**src/rtl/gpio_cfg_pkg.sv**
```systemverilog
// Shared types and constants for the GPIO pad configuration sequencer.
// Field layout of the 12-bit per-pad config word and the sequencer states.
package gpio_cfg_pkg;

  localparam int CFG_W = 12;

  localparam int DM_LSB    = 0;
  localparam int DM_W      = 3;
  localparam int VTRIP_BIT = 3;
  localparam int SLOW_BIT  = 4;
  localparam int IB_BIT    = 5;
  localparam int INP_BIT   = 6;
  localparam int OEB_BIT   = 7;
  localparam int HOLD_BIT  = 8;
  localparam int AEN_BIT   = 9;
  localparam int ASEL_BIT  = 10;
  localparam int APOL_BIT  = 11;

  localparam logic [DM_W-1:0] DM_INPUT  = 3'b001;
  localparam logic [DM_W-1:0] DM_STRONG = 3'b110;
  localparam logic [DM_W-1:0] DM_ANALOG = 3'b000;

  typedef enum logic [2:0] {
    INIT,
    IDLE,
    ACK,
    SAFE,
    APPLY,
    RELEASE
  } cfg_state_e;

  // A change to drive mode, output enable or analog enable can glitch the pad.
  function automatic logic is_critical(
    input logic [CFG_W-1:0] old_w,
    input logic [CFG_W-1:0] new_w
  );
    return (old_w[DM_LSB+:DM_W] != new_w[DM_LSB+:DM_W])
        || (old_w[OEB_BIT] != new_w[OEB_BIT])
        || (old_w[AEN_BIT] != new_w[AEN_BIT]);
  endfunction

endpackage

```
**src/rtl/gpio_cfg_fanout.sv**
```systemverilog
// Unpacks the per-pad shadow words into the per-field pad control vectors.
// Purely combinational; the shadow words are already registered.
module gpio_cfg_fanout
  import gpio_cfg_pkg::*;
#(
  parameter int NPADS = 6
) (
  input  logic [NPADS-1:0][CFG_W-1:0] cfg,
  output logic [NPADS-1:0]            dm2,
  output logic [NPADS-1:0]            dm1,
  output logic [NPADS-1:0]            dm0,
  output logic [NPADS-1:0]            vtrip_sel,
  output logic [NPADS-1:0]            slow_sel,
  output logic [NPADS-1:0]            ib_mode_sel,
  output logic [NPADS-1:0]            inp_dis,
  output logic [NPADS-1:0]            oeb,
  output logic [NPADS-1:0]            holdover,
  output logic [NPADS-1:0]            analog_en,
  output logic [NPADS-1:0]            analog_sel,
  output logic [NPADS-1:0]            analog_pol
);

  for (genvar i = 0; i < NPADS; i++) begin : g_pad
    assign dm2[i]         = cfg[i][DM_LSB+2];
    assign dm1[i]         = cfg[i][DM_LSB+1];
    assign dm0[i]         = cfg[i][DM_LSB];
    assign vtrip_sel[i]   = cfg[i][VTRIP_BIT];
    assign slow_sel[i]    = cfg[i][SLOW_BIT];
    assign ib_mode_sel[i] = cfg[i][IB_BIT];
    assign inp_dis[i]     = cfg[i][INP_BIT];
    assign oeb[i]         = cfg[i][OEB_BIT];
    assign holdover[i]    = cfg[i][HOLD_BIT];
    assign analog_en[i]   = cfg[i][AEN_BIT];
    assign analog_sel[i]  = cfg[i][ASEL_BIT];
    assign analog_pol[i]  = cfg[i][APOL_BIT];
  end

endmodule

```
**src/rtl/gpio_pad_cfg_seq.sv**
```systemverilog
// Per-pad config sequencer: staggered init walk, then host read/write with
// a tri-state settle window around drive-critical changes.
module gpio_pad_cfg_seq
  import gpio_cfg_pkg::*;
#(
  parameter int               NPADS       = 6,
  parameter int               SETTLE_CYC  = 4,
  parameter int               STAGGER_CYC = 2,
  parameter logic [CFG_W-1:0] RST_CFG     = 12'h0C1,
  parameter logic [CFG_W-1:0] INIT_CFG    = 12'h0C1
) (
  input  logic             mclk,
  input  logic             reset_n,
  input  logic             cfg_req,
  input  logic             cfg_wr,
  input  logic [5:0]       cfg_pad,
  input  logic [CFG_W-1:0] cfg_wdata,
  output logic             cfg_ack,
  output logic             cfg_err,
  output logic [CFG_W-1:0] cfg_rdata,
  output logic             init_done,
  output logic             busy,
  output logic [NPADS-1:0] gpio_dm2,
  output logic [NPADS-1:0] gpio_dm1,
  output logic [NPADS-1:0] gpio_dm0,
  output logic [NPADS-1:0] gpio_vtrip_sel,
  output logic [NPADS-1:0] gpio_slow_sel,
  output logic [NPADS-1:0] gpio_ib_mode_sel,
  output logic [NPADS-1:0] gpio_inp_dis,
  output logic [NPADS-1:0] gpio_oeb,
  output logic [NPADS-1:0] gpio_holdover,
  output logic [NPADS-1:0] gpio_analog_en,
  output logic [NPADS-1:0] gpio_analog_sel,
  output logic [NPADS-1:0] gpio_analog_pol
);

  localparam int PW = (NPADS > 1) ? $clog2(NPADS) : 1;
  localparam int CW = 16;

  localparam logic [CW-1:0]    SET_LAST = CW'(SETTLE_CYC - 1);
  localparam logic [CW-1:0]    STG_LAST = CW'(STAGGER_CYC - 1);
  localparam logic [PW-1:0]    PAD_LAST = PW'(NPADS - 1);
  localparam logic [CFG_W-1:0] OEB_MSK  = CFG_W'(1) << OEB_BIT;

  cfg_state_e                  state;
  logic [NPADS-1:0][CFG_W-1:0] shadow;
  logic [PW-1:0]               pad_cnt;
  logic [PW-1:0]               tgt;
  logic [PW-1:0]               idx;
  logic [CW-1:0]               cyc_cnt;
  logic [CFG_W-1:0]            wd;
  logic [CFG_W-1:0]            cur;
  logic                        pad_ok;
  logic                        crit;

  assign idx    = cfg_pad[PW-1:0];
  assign pad_ok = ({1'b0, cfg_pad} < 7'(NPADS));
  assign cur    = shadow[idx];
  assign crit   = is_critical(cur, cfg_wdata);

  always_ff @(posedge mclk or negedge reset_n) begin
    if (!reset_n) begin
      state     <= INIT;
      shadow    <= {NPADS{RST_CFG}};
      pad_cnt   <= '0;
      cyc_cnt   <= '0;
      tgt       <= '0;
      wd        <= '0;
      cfg_ack   <= 1'b0;
      cfg_err   <= 1'b0;
      cfg_rdata <= '0;
      init_done <= 1'b0;
      busy      <= 1'b0;
    end else begin
      cfg_ack <= 1'b0;
      unique case (state)
        INIT: begin
          busy <= 1'b1;
          if (cyc_cnt == '0) shadow[pad_cnt] <= INIT_CFG;
          if (cyc_cnt == STG_LAST) begin
            cyc_cnt <= '0;
            if (pad_cnt == PAD_LAST) begin
              init_done <= 1'b1;
              busy      <= 1'b0;
              state     <= IDLE;
            end else begin
              pad_cnt <= pad_cnt + 1'b1;
            end
          end else begin
            cyc_cnt <= cyc_cnt + 1'b1;
          end
        end
        IDLE: begin
          if (cfg_req) begin
            busy <= 1'b1;
            if (!pad_ok || !cfg_wr) begin
              cfg_ack   <= 1'b1;
              cfg_err   <= !pad_ok;
              cfg_rdata <= pad_ok ? cur : '0;
              state     <= ACK;
            end else if (!crit) begin
              shadow[idx] <= cfg_wdata;
              cfg_ack     <= 1'b1;
              cfg_err     <= 1'b0;
              cfg_rdata   <= cfg_wdata;
              state       <= ACK;
            end else begin
              // Tri-state the pad first; the rest of the word stays old.
              shadow[idx][OEB_BIT] <= 1'b1;
              tgt     <= idx;
              wd      <= cfg_wdata;
              cyc_cnt <= '0;
              state   <= SAFE;
            end
          end
        end
        ACK: begin
          busy  <= 1'b0;
          state <= IDLE;
        end
        SAFE: begin
          if (cyc_cnt == SET_LAST) begin
            cyc_cnt     <= '0;
            shadow[tgt] <= wd | OEB_MSK;
            state       <= APPLY;
          end else begin
            cyc_cnt <= cyc_cnt + 1'b1;
          end
        end
        APPLY: begin
          if (cyc_cnt == SET_LAST) begin
            cyc_cnt     <= '0;
            shadow[tgt] <= wd;
            cfg_ack     <= 1'b1;
            cfg_err     <= 1'b0;
            cfg_rdata   <= wd;
            state       <= RELEASE;
          end else begin
            cyc_cnt <= cyc_cnt + 1'b1;
          end
        end
        RELEASE: begin
          busy  <= 1'b0;
          state <= IDLE;
        end
        default: state <= INIT;
      endcase
    end
  end

  gpio_cfg_fanout #(
    .NPADS(NPADS)
  ) u_fanout (
    .cfg        (shadow),
    .dm2        (gpio_dm2),
    .dm1        (gpio_dm1),
    .dm0        (gpio_dm0),
    .vtrip_sel  (gpio_vtrip_sel),
    .slow_sel   (gpio_slow_sel),
    .ib_mode_sel(gpio_ib_mode_sel),
    .inp_dis    (gpio_inp_dis),
    .oeb        (gpio_oeb),
    .holdover   (gpio_holdover),
    .analog_en  (gpio_analog_en),
    .analog_sel (gpio_analog_sel),
    .analog_pol (gpio_analog_pol)
  );

endmodule

```
**config.mk**
```make
export PLATFORM = sky130hd
export DESIGN_NAME = gpio_pad_cfg_seq
export DESIGN_NICKNAME = d
export VERILOG_FILES = /design/src/rtl/gpio_cfg_pkg.sv /design/src/rtl/gpio_cfg_fanout.sv /design/src/rtl/gpio_pad_cfg_seq.sv
export SDC_FILE = /design/constraint.sdc
export NUM_CORES = 1
export LEC_CHECK = 0
export ABC_CLOCK_PERIOD_IN_PS = 2710
export CAP_MARGIN = 5
export CORE_MARGIN = 4
export CORE_UTILIZATION = 45
export CTS_BUF_LIST = sky130_fd_sc_hd__clkbuf_2 sky130_fd_sc_hd__clkbuf_4 sky130_fd_sc_hd__clkbuf_8
export DETAILED_ROUTE_END_ITERATION = 6
export PLACE_DENSITY = 0.7
export SLEW_MARGIN = 25
export SYNTH_ARGS = -nofsm -noshare
export SYNTH_HDL_FRONTEND = slang
export SYNTH_SLANG_ARGS = --single-unit
```
**constraint.sdc**
```tcl
create_clock -name mclk -period 2.71 [get_ports mclk]
set_input_delay 0.4065 -clock mclk [delete_from_list [all_inputs] [get_ports mclk]]
set_output_delay 0.4065 -clock mclk [all_outputs]
set_load 0.005 [all_outputs]
```
* Word-level counts from Yosys, hierarchy flattened *
Index checks and enable logic that the tools add are counted.

storage, ports and cells
  register bits after elaboration = 125
  input bits = 22
  word-level logic and storage cells = 129
  output and inout bits = 88

operators by class
  bitwise operators = 6
  magnitude comparators = 7
  reductions and logical operators = 24
  muxes and demuxes = 54
  add/sub/neg operators = 2
  equal/unequal tests = 20

operators by type and width
  kind                                                                           count
  72-bit 2-to-1 mux                                                              6
  72-bit case mux with 4 select lines                                            1
  72-bit bitwise mux                                                             3
  12-bit demux with 3-bit select                                                 4
  12-bit 2-to-1 mux                                                              9
  16-bit 2-to-1 mux                                                              5
  72-bit OR                                                                      1
  54-bit bitwise AND                                                             1
  54-bit NOT                                                                     1
  16-bit case mux with 3 select lines                                            1
  12-bit binary-select mux with 3-bit select                                     1
  12-bit case mux with 2 select lines                                            1
  18-bit OR                                                                      1
  16-bit by 1-bit adder with 16-bit output (second input constant)               1
  16-bit by 1-bit == test with 1-bit output (second input constant)              1
  16-bit by 2-bit == test with 1-bit output (second input constant)              1
  16-bit logical NOT                                                             1
  2-bit inequality test (second input constant)                                  8
  3-bit 2-to-1 mux                                                               5
  3-bit case mux with 5 select lines                                             1
  1-bit 2-to-1 mux                                                               13
  3-bit by 4-bit less-than comparator with 1-bit output (second input constant)  3
  4-bit AND reduction                                                            3
  3-bit == test (second input constant)                                          3
  24 further kinds                                                               38

* Longest topological paths before layout *
  word-level depth = 9
  depth in mapped cells = 11
  depth with buffers taken out = 8

* By module *
A second synthesis with hierarchy kept.

unflattened totals
  cells, all modules = 945
  area, all modules = 8,662.1 um^2

by module, submodules not included
  module            cells each  times used  area each (um^2)  seq. area each (um^2)
  gpio_pad_cfg_seq  873         1           8,121.5           3,150.5
  gpio_cfg_fanout   72          1           540.5             0.0

* Least setup slack after synthesis *
Ideal clock, no wire load.

  kind = input port to flip-flop
  from = input cfg_pad[0]
  to = register tgt[0]
  slack = -78 ps
  required time = 2,585 ps
  path buffers = 2
  stages on the path = 9
  arrival time = 2,663 ps
  setup time = 125 ps
  cells stage by stage = buf_6 mux2_4 a222oi_1 xnor2_1 a2111o_4 nor2_4 nor3_2 buf_2 mux2_2

on the way
  longest elaborated chain between the ends = 6
  elaborated cells between the ends (all ways) = 12
  classes of those cells = 1 x order compare; 3 x eq/ne; 2 x mux; 1 x bitwise; 5 x reduce/logical

ends and longest elaborated chain
  element                                                                RTL line                                RTL
  from (decl)                                                            gpio_pad_cfg_seq.sv:16                  input logic [5:0] cfg_pad,
  12-bit binary-select mux with 3-bit select                             gpio_pad_cfg_seq.sv:58                  assign cur = shadow[idx];
  12-bit 2-to-1 mux (implied by the code)                                gpio_pad_cfg_seq.sv:58
  3-bit inequality test / 1-bit inequality test (equally long branches)  gpio_cfg_pkg.sv:37, gpio_cfg_pkg.sv:38
  1-bit logical OR                                                       gpio_cfg_pkg.sv:38                      || (old_w[OEB_BIT] != new_w[OEB_BIT])
  1-bit logical OR                                                       gpio_cfg_pkg.sv:39                      || (old_w[AEN_BIT] != new_w[AEN_BIT]);
  4-bit AND reduction (no source line)                                   -
  to (signal assigned)                                                   gpio_pad_cfg_seq.sv:110                 tgt <= idx;
  to (decl)                                                              gpio_pad_cfg_seq.sv:48                  logic [PW-1:0] tgt;

Parallel ways exist; a longest one is shown, timed or not. The select of a mux whose other input is x is not followed.
A chain may end at the register's enable or synchronous reset.

* Final worst setup path *
  from = register shadow[0] (netlist name)
  to = register shadow[36] (netlist name)

on the way
  longest elaborated chain between the ends = 9

ends and longest elaborated chain
  element                                     RTL line                 RTL
  from (decl)                                 gpio_pad_cfg_seq.sv:46   logic [NPADS-1:0][CFG_W-1:0] shadow;
  from (signal assigned)                      gpio_pad_cfg_seq.sv:64   shadow <= {NPADS{RST_CFG}};
  from (signal, indexed assignment)           gpio_pad_cfg_seq.sv:102  shadow[idx] <= cfg_wdata;
  from (signal, indexed assignment)           gpio_pad_cfg_seq.sv:124  shadow[tgt] <= wd | OEB_MSK;
  12-bit binary-select mux with 3-bit select  gpio_pad_cfg_seq.sv:58
  12-bit 2-to-1 mux (implied by the code)     gpio_pad_cfg_seq.sv:58
  3-bit inequality test                       gpio_cfg_pkg.sv:37       return (old_w[DM_LSB+:DM_W] != new_w[DM_LSB+:DM_W])
  1-bit logical OR                            gpio_cfg_pkg.sv:38
  1-bit logical OR                            gpio_cfg_pkg.sv:39
  72-bit 2-to-1 mux                           gpio_pad_cfg_seq.sv:101  end else if (!crit) begin
  72-bit 2-to-1 mux                           gpio_pad_cfg_seq.sv:96   if (!pad_ok || !cfg_wr) begin
  72-bit 2-to-1 mux                           gpio_pad_cfg_seq.sv:94   if (cfg_req) begin
  72-bit case mux with 4 select lines         gpio_pad_cfg_seq.sv:76   unique case (state)

No other way between the ends. The select of a mux whose other input is x is not followed.

==> metrics.txt <==
Initial Util=46.47%; number of port buffers=109; Worst slew margin=46.35%; total track usage=a little under a third; Final Cycle Share=100.1%; # diodes=0; Worst Skew=0.01381 ns; crit path max fanout=7; Hold Path Class=primary input to asynchronous set/reset pin; number of flops mapped to enable cells by yosys=0; Main synth FF type=dfrtp_1; RePlAce Congestion=roughly 0.96; most instantiated cells after synthesis=dfrtp_1 (107), nand2_1 (78), a22o_1 (59); Area contributors post-synth=dfrtp_1 (33%), a22o_1 (6.4%), mux2i_1 (6.2%), dfstp_2 (5.8%), mux2_2 (4.7%); H-Tree Depth=4; # fillers=1,436; CP Data Arrival Time=3.10 ns; DRC Markers=1; worst slew pin tran=0.7986 ns; Setup Viol. Count Final=2; I/O pin count=110; number of global-route vias before repair=8,288; max_cap viols=0; Yosys reg bits=between 100 and 150; Post-synth ARST share=100.0%; fin nets=1,097; post-synth top area share=32.97%; Max Slew Vio Count=0; RSZ-0062 raised after global routing=yes; yosys warns=0; layout cells sized above 1=approximately 24%; DR WL/cell=23.60 um; most common cell in the netlist=dfrtp_1; PD cells=around 440 nW/um^2; CTS Buffer Depth=2; largest net degree at the start of global routing=44; Syn Nets=900; sequential cell area fraction in the yosys report=about two fifths; violated checks=DRC, setup timing; clk_lat worst skew=between 0.4 and 0.5 ns; Die Span Y=between 100 and 150 um; multi-input logic area=between 4000 and 5000 um^2; Synth area leader=dfrtp_1; run status=complete, but fails checks; cell count after synthesis=873; Fin Setup TNS=-0.004744 ns; Layout area overhead=35.00%; Avg Synthesized Cell Area=9.303 um^2; Reg area=around 3200 um^2; Critical Path Start Type=flop; TritonCTS Buffers=17; core area=17,480 um^2; crit end category=flop; Placed Instances=1,267; Cell variety after synth=between 70 and 80; CP Data Required Time=3.10 ns; antenna viol nets, final=0; CTS Sinks=125; non-filler cells in the finished layout=1,308; clock root cell=clkbuf_8; static leakage=4.498 nW; CTS clk-pin slew, worst paths=0.08 ns; row cnt=48; Via-to-Cell Ratio=6.429; fmax=about 370 MHz; Pre-antenna DRT Iters=7; first-pass GRT wire length=47,350 um; final-report hold violation count=0; area of the mapped netlist=8122 um^2; vias=8,409; Overflow after GRT=0; Peak supply drop=472.9 uV; Die W=142.3 um; kind of critical path=flop to flop; DR iter-0 viols=1,069; Routed WL=30,870 um; Final WS setup=-0.003037 ns; initial antenna violation count=0; Final HPWL DP=~22,000 um; final period demand of the worst path=2.713 ns; CTS tree=yes; die footprint=between 20,000 and 25,000 um^2
==> per-stage QoR <==
step | power, mW | setup WS [ns] | cell area (um^2) | utilization [%] | hold WS, ns
after floorplan | 2.499 | 0.002778 | 8128 | - | 0.1109
after global placement | 2.834 | -0.4820 | 10340 | 59.19 | 0.3959
after detailed placement | 2.847 | -0.6110 | 10340 | 59.19 | 0.3941
after CTS | 4.841 | 0.01940 | 10910 | 62.43 | 0.4436
after global routing | 5.027 | -0.04433 | 10960 | 62.74 | 0.4850
final | 4.859 | -0.003037 | 10960 | 62.74 | 0.4493
==> worst paths after layout <==
| kind | startpoint | end | slack (ns) | depth (start not counted) |
|---|---|---|---|---|
| setup / recovery | shadow[0]$_DFFE_PN1P_ | shadow[36]$_DFFE_PN1P_ | -0.003 | 10 |
| hold / removal | reset_n | cyc_cnt[5]$_DFFE_PN0P_ | 0.45 | 2 |
| hold reg to reg | init_done$_DFFE_PN0P_ | init_done$_DFFE_PN0P_ | 0.48 | 1 |
| min in group mclk | init_done$_DFFE_PN0P_ | init_done$_DFFE_PN0P_ | 0.48 | 1 |
| max in group asynchronous | reset_n | shadow[2]$_DFFE_PN0P_ | 1.53 | 3 |
| setup reg to reg | shadow[0]$_DFFE_PN1P_ | shadow[36]$_DFFE_PN1P_ | -0.003 | 10 |
==> per-layer routing <==
layer | vias to the layer above | GRT usage, % | part of all wire, %
li1 | 3734 | - | -
met4 | 0 | 13.76 | 4.1
met5 | - | 0 | 0
met2 | 565 | 45.54 | 44
met1 | 4009 | 41.68 | 41
met3 | 101 | 6.788 | 11
==> cells by family after synthesis <==
kind of cell / Yosys count / share of synthesized area [%]
AOI/OAI and AO/OA: 322 / 28.12
and+or+nand+nor: 226 / 13.82
DFF: 125 / 38.79
buffers and inverters: 96 / 5.346
muxes: 95 / 12.73
adders and majority gates: 5 / 0.7703
xor gates and xnor gates: 4 / 0.4314
==> power breakdown <==
| part | total, mW | switching (mW) | internal (mW) |
|---|---|---|---|
| Combinational | 0.719 | 0.395 | 0.324 |
| Sequential | 2.14 | 0.155 | 1.98 |
| Clock | 2.00 | 0.802 | 1.20 |
==> sequential cells by signal, summed over array words and instances, names as in the netlist, 3 cells and up <==
| name | flops |
|---|---|
| wd | 12 |
| shadow | 72 |
| cfg_rdata | 12 |
| pad_cnt | 3 |
| state | 3 |
| cyc_cnt | 16 |
| tgt | 3 |
==> final cells by class <==
type | count | share of cell area [%]
timing repair buffer | 255 | 21.61
clock buffer | 22 | 2.705
clock inverter | 10 | 1.677
tap | 225 | 2.568
sequential | 125 | 28.73
inverter | 19 | 0.6505
multi-input combinational | 652 | 42.05
==> critical path, stage by stage, from the launching register on <==
cell and delay, ns:
dfstp_2 0.39, mux2_4 0.29, a222oi_1 0.32, buf_4 0.19, xnor2_2 0.08, a2111o_4 0.40, buf_12 0.15, nor2_4 0.21
a31oi_1 0.19, buf_4 0.19, a22o_1 0.23
==> placed cells by master (no fill, tap or decap), types with 4 or more instances in the layout <==
| cell type | instances |
|---|---|
| buf_12 | 14 |
| nand2_1 | 77 |
| o21ai_0 | 55 |
| a211oi_1 | 8 |
| dfrtp_1 | 107 |
| clkbuf_8 | 21 |
| nor3_1 | 13 |
| a31oi_1 | 37 |
| nand4_1 | 6 |
| nand3b_1 | 9 |
| o31ai_1 | 8 |
| mux2_2 | 33 |
| and2_1 | 8 |
| ha_1 | 5 |
| o32ai_1 | 5 |
| o22ai_1 | 39 |
| mux2i_1 | 50 |
| mux2_1 | 8 |
| bufinv_16 | 5 |
| o2bb2ai_1 | 22 |
| o21ai_1 | 7 |
| o221ai_1 | 10 |
| inv_1 | 18 |
| nand3_1 | 13 |
| and3_1 | 8 |
| a21oi_1 | 37 |
| clkdlybuf4s50_1 | 105 |
| a22o_1 | 59 |
| and3b_1 | 5 |
| dfstp_2 | 18 |
| buf_6 | 4 |
| buf_4 | 128 |
| nor2_1 | 48 |
| nand2b_1 | 8 |
==> repair_timing <==
item | in CTS | in global routing
resized for setup | 12 | 8
pin swaps | 5 | 4
gates cloned | 1 | 0
setup endpoints to repair | 95 | 47
hold endpoints to repair | 34 | 0
setup buffers | 5 | 2
hold buffers | 1 | 0
No activity file was read; power rests on OpenSTA's default activity.
